File: src/rtl/rf_writeback_scheduler.sv
// Register-file writeback scheduler: per-source FIFOs feeding up to WRITE_PORTS conflict-free writes per cycle.
// Optional `RF_WB_ZERO_DROP_EN: requests to register 0 are discarded at the FIFO head.
module rf_wb_fifo #(
  parameter int AW    = 5,
  parameter int WW    = 32,
  parameter int DEPTH = 2,
  localparam int DW   = $clog2(DEPTH)
) (
  input  logic          clk,
  input  logic          srst,
  input  logic          push,
  input  logic          pop,
  input  logic [AW-1:0] addr,
  input  logic [WW-1:0] data,
  output logic [AW-1:0] head_addr,
  output logic [WW-1:0] head_data,
  output logic [DW:0]   count
);
  logic [DEPTH-1:0][AW-1:0] mem_addr;
  logic [DEPTH-1:0][WW-1:0] mem_data;
  logic [DW-1:0] rd, wr;

  always_ff @(posedge clk) begin
    if (push) begin
      mem_addr[wr] <= addr;
      mem_data[wr] <= data;
    end
  end

  always_ff @(posedge clk) begin
    if (srst) begin
      rd    <= '0;
      wr    <= '0;
      count <= '0;
    end else begin
      if (push) wr <= wr + 1'b1;
      if (pop)  rd <= rd + 1'b1;
      case ({push, pop})
        2'b10:   count <= count + 1'b1;
        2'b01:   count <= count - 1'b1;
        default: ;
      endcase
    end
  end

  assign head_addr = mem_addr[rd];
  assign head_data = mem_data[rd];
endmodule

module rf_writeback_scheduler #(
  parameter int WORD_WIDTH    = 32,
  parameter int ADDRESS_WIDTH = 5,
  parameter int SOURCES       = 4,
  parameter int WRITE_PORTS   = 2,
  parameter int FIFO_DEPTH    = 2
) (
  input  logic                                        clk_i,
  input  logic                                        srst_i,
  input  logic [SOURCES-1:0]                          src_valid_i,
  output logic [SOURCES-1:0]                          src_ready_o,
  input  logic [SOURCES-1:0][ADDRESS_WIDTH-1:0]       src_addr_i,
  input  logic [SOURCES-1:0][WORD_WIDTH-1:0]          src_data_i,
  output logic [WRITE_PORTS-1:0][ADDRESS_WIDTH-1:0]   select_r_o,
  output logic [WRITE_PORTS-1:0][WORD_WIDTH-1:0]      data_o,
  output logic [WRITE_PORTS-1:0]                      enable_writing_o,
  output logic                                        busy_o
);
  localparam int DW = $clog2(FIFO_DEPTH);
  localparam int SW = (SOURCES > 1) ? $clog2(SOURCES) : 1;
  localparam int PW = (WRITE_PORTS > 1) ? $clog2(WRITE_PORTS) : 1;

  logic [SOURCES-1:0][ADDRESS_WIDTH-1:0] head_addr;
  logic [SOURCES-1:0][WORD_WIDTH-1:0]    head_data;
  logic [SOURCES-1:0][DW:0]              count;
  logic [SOURCES-1:0] empty, push, grant, drop;
  logic [SW-1:0] rr;

  logic [WRITE_PORTS-1:0][ADDRESS_WIDTH-1:0] nxt_sel;
  logic [WRITE_PORTS-1:0][WORD_WIDTH-1:0]    nxt_data;
  logic [WRITE_PORTS-1:0]                    nxt_en;
  int k, s, last;
  logic hit, zero_head;
  logic [SW-1:0] idx;

  for (genvar g = 0; g < SOURCES; g++) begin : g_src
    assign src_ready_o[g] = !srst_i && (count[g] != (DW+1)'(FIFO_DEPTH));
    assign push[g]        = src_valid_i[g] && src_ready_o[g];
    assign empty[g]       = (count[g] == '0);
    rf_wb_fifo #(.AW(ADDRESS_WIDTH), .WW(WORD_WIDTH), .DEPTH(FIFO_DEPTH)) u_fifo (
      .clk(clk_i), .srst(srst_i), .push(push[g]), .pop(grant[g] | drop[g]),
      .addr(src_addr_i[g]), .data(src_data_i[g]),
      .head_addr(head_addr[g]), .head_data(head_data[g]), .count(count[g])
    );
  end

  // Round-robin walk from rr; a head is granted only if its address is not already on a port.
  always_comb begin
    grant = '0; drop = '0; nxt_sel = '0; nxt_data = '0; nxt_en = '0;
    k = 0; last = 0; s = 0; hit = 1'b0; zero_head = 1'b0; idx = '0;
    for (int i = 0; i < SOURCES; i++) begin
      s = int'(rr) + i;
      if (s >= SOURCES) s = s - SOURCES;
      idx = SW'(s);
`ifdef RF_WB_ZERO_DROP_EN
      zero_head = (head_addr[idx] == '0);
`else
      zero_head = 1'b0;
`endif
      if (!empty[idx]) begin
        if (zero_head) begin
          drop[idx] = 1'b1;
        end else if (k < WRITE_PORTS) begin
          hit = 1'b0;
          for (int p = 0; p < WRITE_PORTS; p++)
            if (p < k && nxt_sel[p] == head_addr[idx]) hit = 1'b1;
          if (!hit) begin
            grant[idx]         = 1'b1;
            nxt_sel[PW'(k)]  = head_addr[idx];
            nxt_data[PW'(k)] = head_data[idx];
            nxt_en[PW'(k)]   = 1'b1;
            last = s;
            k = k + 1;
          end
        end
      end
    end
  end

  always_ff @(posedge clk_i) begin
    if (srst_i) begin
      rr               <= '0;
      select_r_o       <= '0;
      data_o           <= '0;
      enable_writing_o <= '0;
    end else begin
      if (k > 0) rr <= SW'((last + 1) % SOURCES);
      select_r_o       <= nxt_sel;
      data_o           <= nxt_data;
      enable_writing_o <= nxt_en;
    end
  end

  assign busy_o = (|count) | (|enable_writing_o);
endmodule

File: config.mk
export PLATFORM = sky130hd
export DESIGN_NAME = rf_writeback_scheduler
export DESIGN_NICKNAME = d
export VERILOG_FILES = /design/src/rtl/rf_writeback_scheduler.sv
export SDC_FILE = /design/constraint.sdc
export NUM_CORES = 1
export LEC_CHECK = 0
export BUFFER_PORTS_ARGS = -buffer_cell sky130_fd_sc_hd__buf_2
export CORE_UTILIZATION = 35
export DETAILED_ROUTE_END_ITERATION = 16
export SLEW_MARGIN = 25
export SYNTH_ARGS = -nofsm -noshare
export SYNTH_HDL_FRONTEND = slang
export SYNTH_SLANG_ARGS = --single-unit
export TNS_END_PERCENT = 100
File: constraint.sdc
create_clock -name clk_i -period 7.3 [get_ports clk_i]
set_input_delay 0.73 -clock clk_i [delete_from_list [all_inputs] [get_ports clk_i]]
set_output_delay 0.73 -clock clk_i [all_outputs]
set_load 0.05 [all_outputs]
==> summary.md <==
| Metric | Value |
|---|---|
| Status | `finished clean` |
| First-pass iteration count of the detailed router | `7` |
| Tot Pwr | `9.30 mW` |
| RSZ-0062 raised after global routing | `false` |
| Initial Util | `0.355` |
| Metal2 WL | `24.2 mm` |
| Via count | `12100` |
| Setup Crit Path Kind | `register to register` |
| Clock power frac | `0.218` |
| Tmin final | `6.15 ns` |
| Synth-to-Final Area Change | `16.5%` |
| Startpoint Class | `register` |
| Met1 WL | `21.9 mm` |
| Hold Buf Count CTS | `0` |
| Clock-pin slew on the worst setup and hold paths | `0.06 ns` |
| Gr usage total | `0.201` |
| Fin util | `0.413` |
| Share of cells above drive strength 1 | `0.299` |
| Synth warn | `0` |
| IO Count | `235` |
| Gates resized, CTS repair | `0` |
| TritonCTS clock tree | `done` |
| Commonest cells after routing, fill and taps aside | `edfxtp_1 (296), buf_2 (196), a21oi_1 (106)` |
| CP Capture Type | `register` |
| Count of different cell masters after synthesis | `65` |
| Drt initial violations | `1290` |
| Worst path required time | `7.77 ns` |
| Final-report setup violation count | `0` |
| Vias in the first global route | `11800` |
| Power Dens Cells | `460 nW/um^2` |
| Actual slew at the worst max-slew pin | `0.923 ns` |
| WP data arrival | `6.62 ns` |
| Placed cell area | `18900 um^2` |
| Final wirelength | `50.9 mm` |
| H-Tree Level Count | `2` |
| Num CTS Buffers | `39` |
| Post-Syn Area | `17400 um^2` |
| P_int | `5.37 mW` |
| Final #Nets | `1672` |
| Most common cell after layout, fill and taps aside | `edfxtp_1` |
| Num rows | `81` |
| Core area | `49000 um^2` |
| Slew HR | `0.385` |
| Final HPWL DP | `33.9 mm` |
| Vias/cell | `5.49` |
| Largest net degree at the start of global routing | `91` |
| Die W | `225 um` |
| Post-Layout Inst Area | `20200 um^2` |
| Max Clock Freq | `163 MHz` |
| Root Buffer | `clkbuf_16` |
| Metal3 WL | `3.77 mm` |
| Register share of total power | `0.285` |
| Syn_area_per_cell | `13.0 um^2` |
| Clock sinks | `352` |
| Initial antenna violation count | `5` |
| Cells along the critical path | `inv_4 -> buf_4 -> mux4_2 -> nor4_1 -> nor3b_1 -> a211oi_1 -> nand4_1 -> a31oi_2 -> o21ai_0 -> ha_1 -> nor4_4 -> a21oi_2 -> and2_1 -> a221o_1 -> ha_1 -> or3_1 -> a21oi_1` |
| Worst skew pair latency | `0.56 ns` |
| Die area | `50500 um^2` |
| Switch share | `0.422` |
| Combinational Power Share | `0.498` |
| DIE HEIGHT | `225 um` |
| Post-Route Setup TNS | `0 ns` |
| Sequential share of the synthesized area | `0.577` |
| Final period util | `0.843` |
| Max_cap viols | `0` |
| Port bufs | `196` |
| Max Buffers Root-to-Sink | `3` |
| Peak supply drop | `0.285 mV` |
| P_sw | `3.92 mW` |
| Asr flop ratio synth | `0` |
| CP most frequent cell | `ha_1` |
| Clock Skew | `0.0169 ns` |
| Final hold vios | `0` |
| Worst hold path type | `primary input to register` |
| GPL Wtd Cong | `0.899` |
| Post-route ant nets | `0` |
| Slowest stage delay, CP | `0.67 ns` |
| Post-CTS setup buffer count | `0` |
| Leak Pwr | `7.12 nW` |
| Critical Path Fanout Max | `52` |
| Final Max Slew Viols | `0` |
| DR WL/cell | `23.1 um` |
| Post-route DRC | `0` |
| Main synth FF type | `edfxtp_1` |
| Top sig layer | `met5` |
| Grt total ovfl | `0` |
| Global-route wire length before repair | `75.0 mm` |
| Post-synth EDFFs | `296` |
| Flop and latch count out of synthesis | `352` |
| Crit-path slowest cell | `mux4_2` |
| Cells after synthesis | `1340` |
==> final cells by class <==
cell class,count,area (um^2)
sequential,352,10000
multi-input combinational,885,6830
fill,4539,28700
inverter,8,32.5
clock buffer,53,1150
tap,664,831
antenna,2,5.00
clock inverter,17,179
timing repair buffer,222,1180
==> sequential cells by signal, summed over array words and instances (netlist names) <==
register	count
data_o	32
g_src.u_fifo.mem_addr	40
select_r_o	5
g_src.u_fifo.wr	4
g_src.u_fifo.count	8
g_src.u_fifo.mem_data	256
enable_writing_o	1
rr	2
g_src.u_fifo.rd	4
==> logic make-up (layout without fill, tap and decap cells) <==
logic type,count (synthesis),count (layout),share of synthesized area
simple gates,223,223,0.0609
compound gates,356,356,0.130
flops,352,352,0.577
mux,228,228,0.170
other cells,1,40,0.000216
xor+xnor,30,30,0.0151
fa+ha+maj,10,10,0.00721
buf+inv,140,300,0.0404
==> power by group through the flow <==
| stage | Sequential (mW) | Clock [mW] | Combinational [mW] |
|---|---|---|---|
| global placement | 2.69 | 0 | 4.47 |
| floorplan | 2.78 | 0 | 3.33 |
| CTS | 2.65 | 2.07 | 4.57 |
| detailed placement | 2.69 | 0 | 4.55 |
| finish | 2.65 | 2.02 | 4.63 |
| global route | 2.67 | 2.14 | 4.98 |
==> cells in the mapped netlist (15+ instances only) <==
cell	n	area share
mux4_2	43	0.056
mux2_2	96	0.062
xnor2_1	15	0.0076
a211oi_1	43	0.019
o22ai_1	34	0.012
a221oi_1	21	0.011
a31oi_1	15	0.0054
dfxtp_1	56	0.065
clkbuf_1	59	0.013
nor2_1	92	0.020
and2_1	21	0.0076
nand2_1	62	0.013
buf_4	42	0.018
buf_1	22	0.0048
xor2_1	15	0.0076
a21oi_1	106	0.031
o21ai_0	61	0.018
mux2i_1	88	0.051
edfxtp_1	296	0.51
o21ai_1	19	0.0055
==> metrics by stage <==
step | std cells | worst slack [ns] | hold slack [ns]
after floorplan | 1377 | 1.04 | 0.487
after global placement | 2131 | 1.41 | 0.537
after detailed placement | 2131 | 1.22 | 0.525
after CTS | 2201 | 1.20 | 0.337
after global routing | 2201 | 0.873 | 0.344
final | 2203 | 1.15 | 0.363
==> per-layer routing <==
layer / vias to the layer above / track usage
li1: 5476 / -
met1: 6025 / 0.270
met2: 518 / 0.329
met3: 83 / 0.0438
met4: 2 / 0.0498
met5: - / 0
==> final timing paths <==
| path | slack, ns | to | depth (start not counted) | startpoint |
|---|---|---|---|---|
| setup reg to reg | 1.15 | g_src[1].u_fifo.count[1] | 17 | rr[0] |
| hold / removal | 0.36 | g_src[0].u_fifo.mem_data[28] | 1 | src_data_i[28] |
| hold reg to reg | 0.55 | g_src[1].u_fifo.count[1] | 2 | g_src[1].u_fifo.count[1] |
| setup / recovery | 1.15 | g_src[1].u_fifo.count[1] | 17 | rr[0] |
==> worst max-delay path: cells and delay by family, from the launching register on <==
family | cells | cell delay, ns
AO/OA/AOI/OAI | 6 | 1.61
adder cells (fa/ha/maj) | 2 | 0.59
buffers and inverters | 2 | 0.74
flip-flops | 1 | 0.58
multiplexers | 1 | 0.67
AND/OR/NAND/NOR | 6 | 1.86
Power figures use the tool's default switching activity.
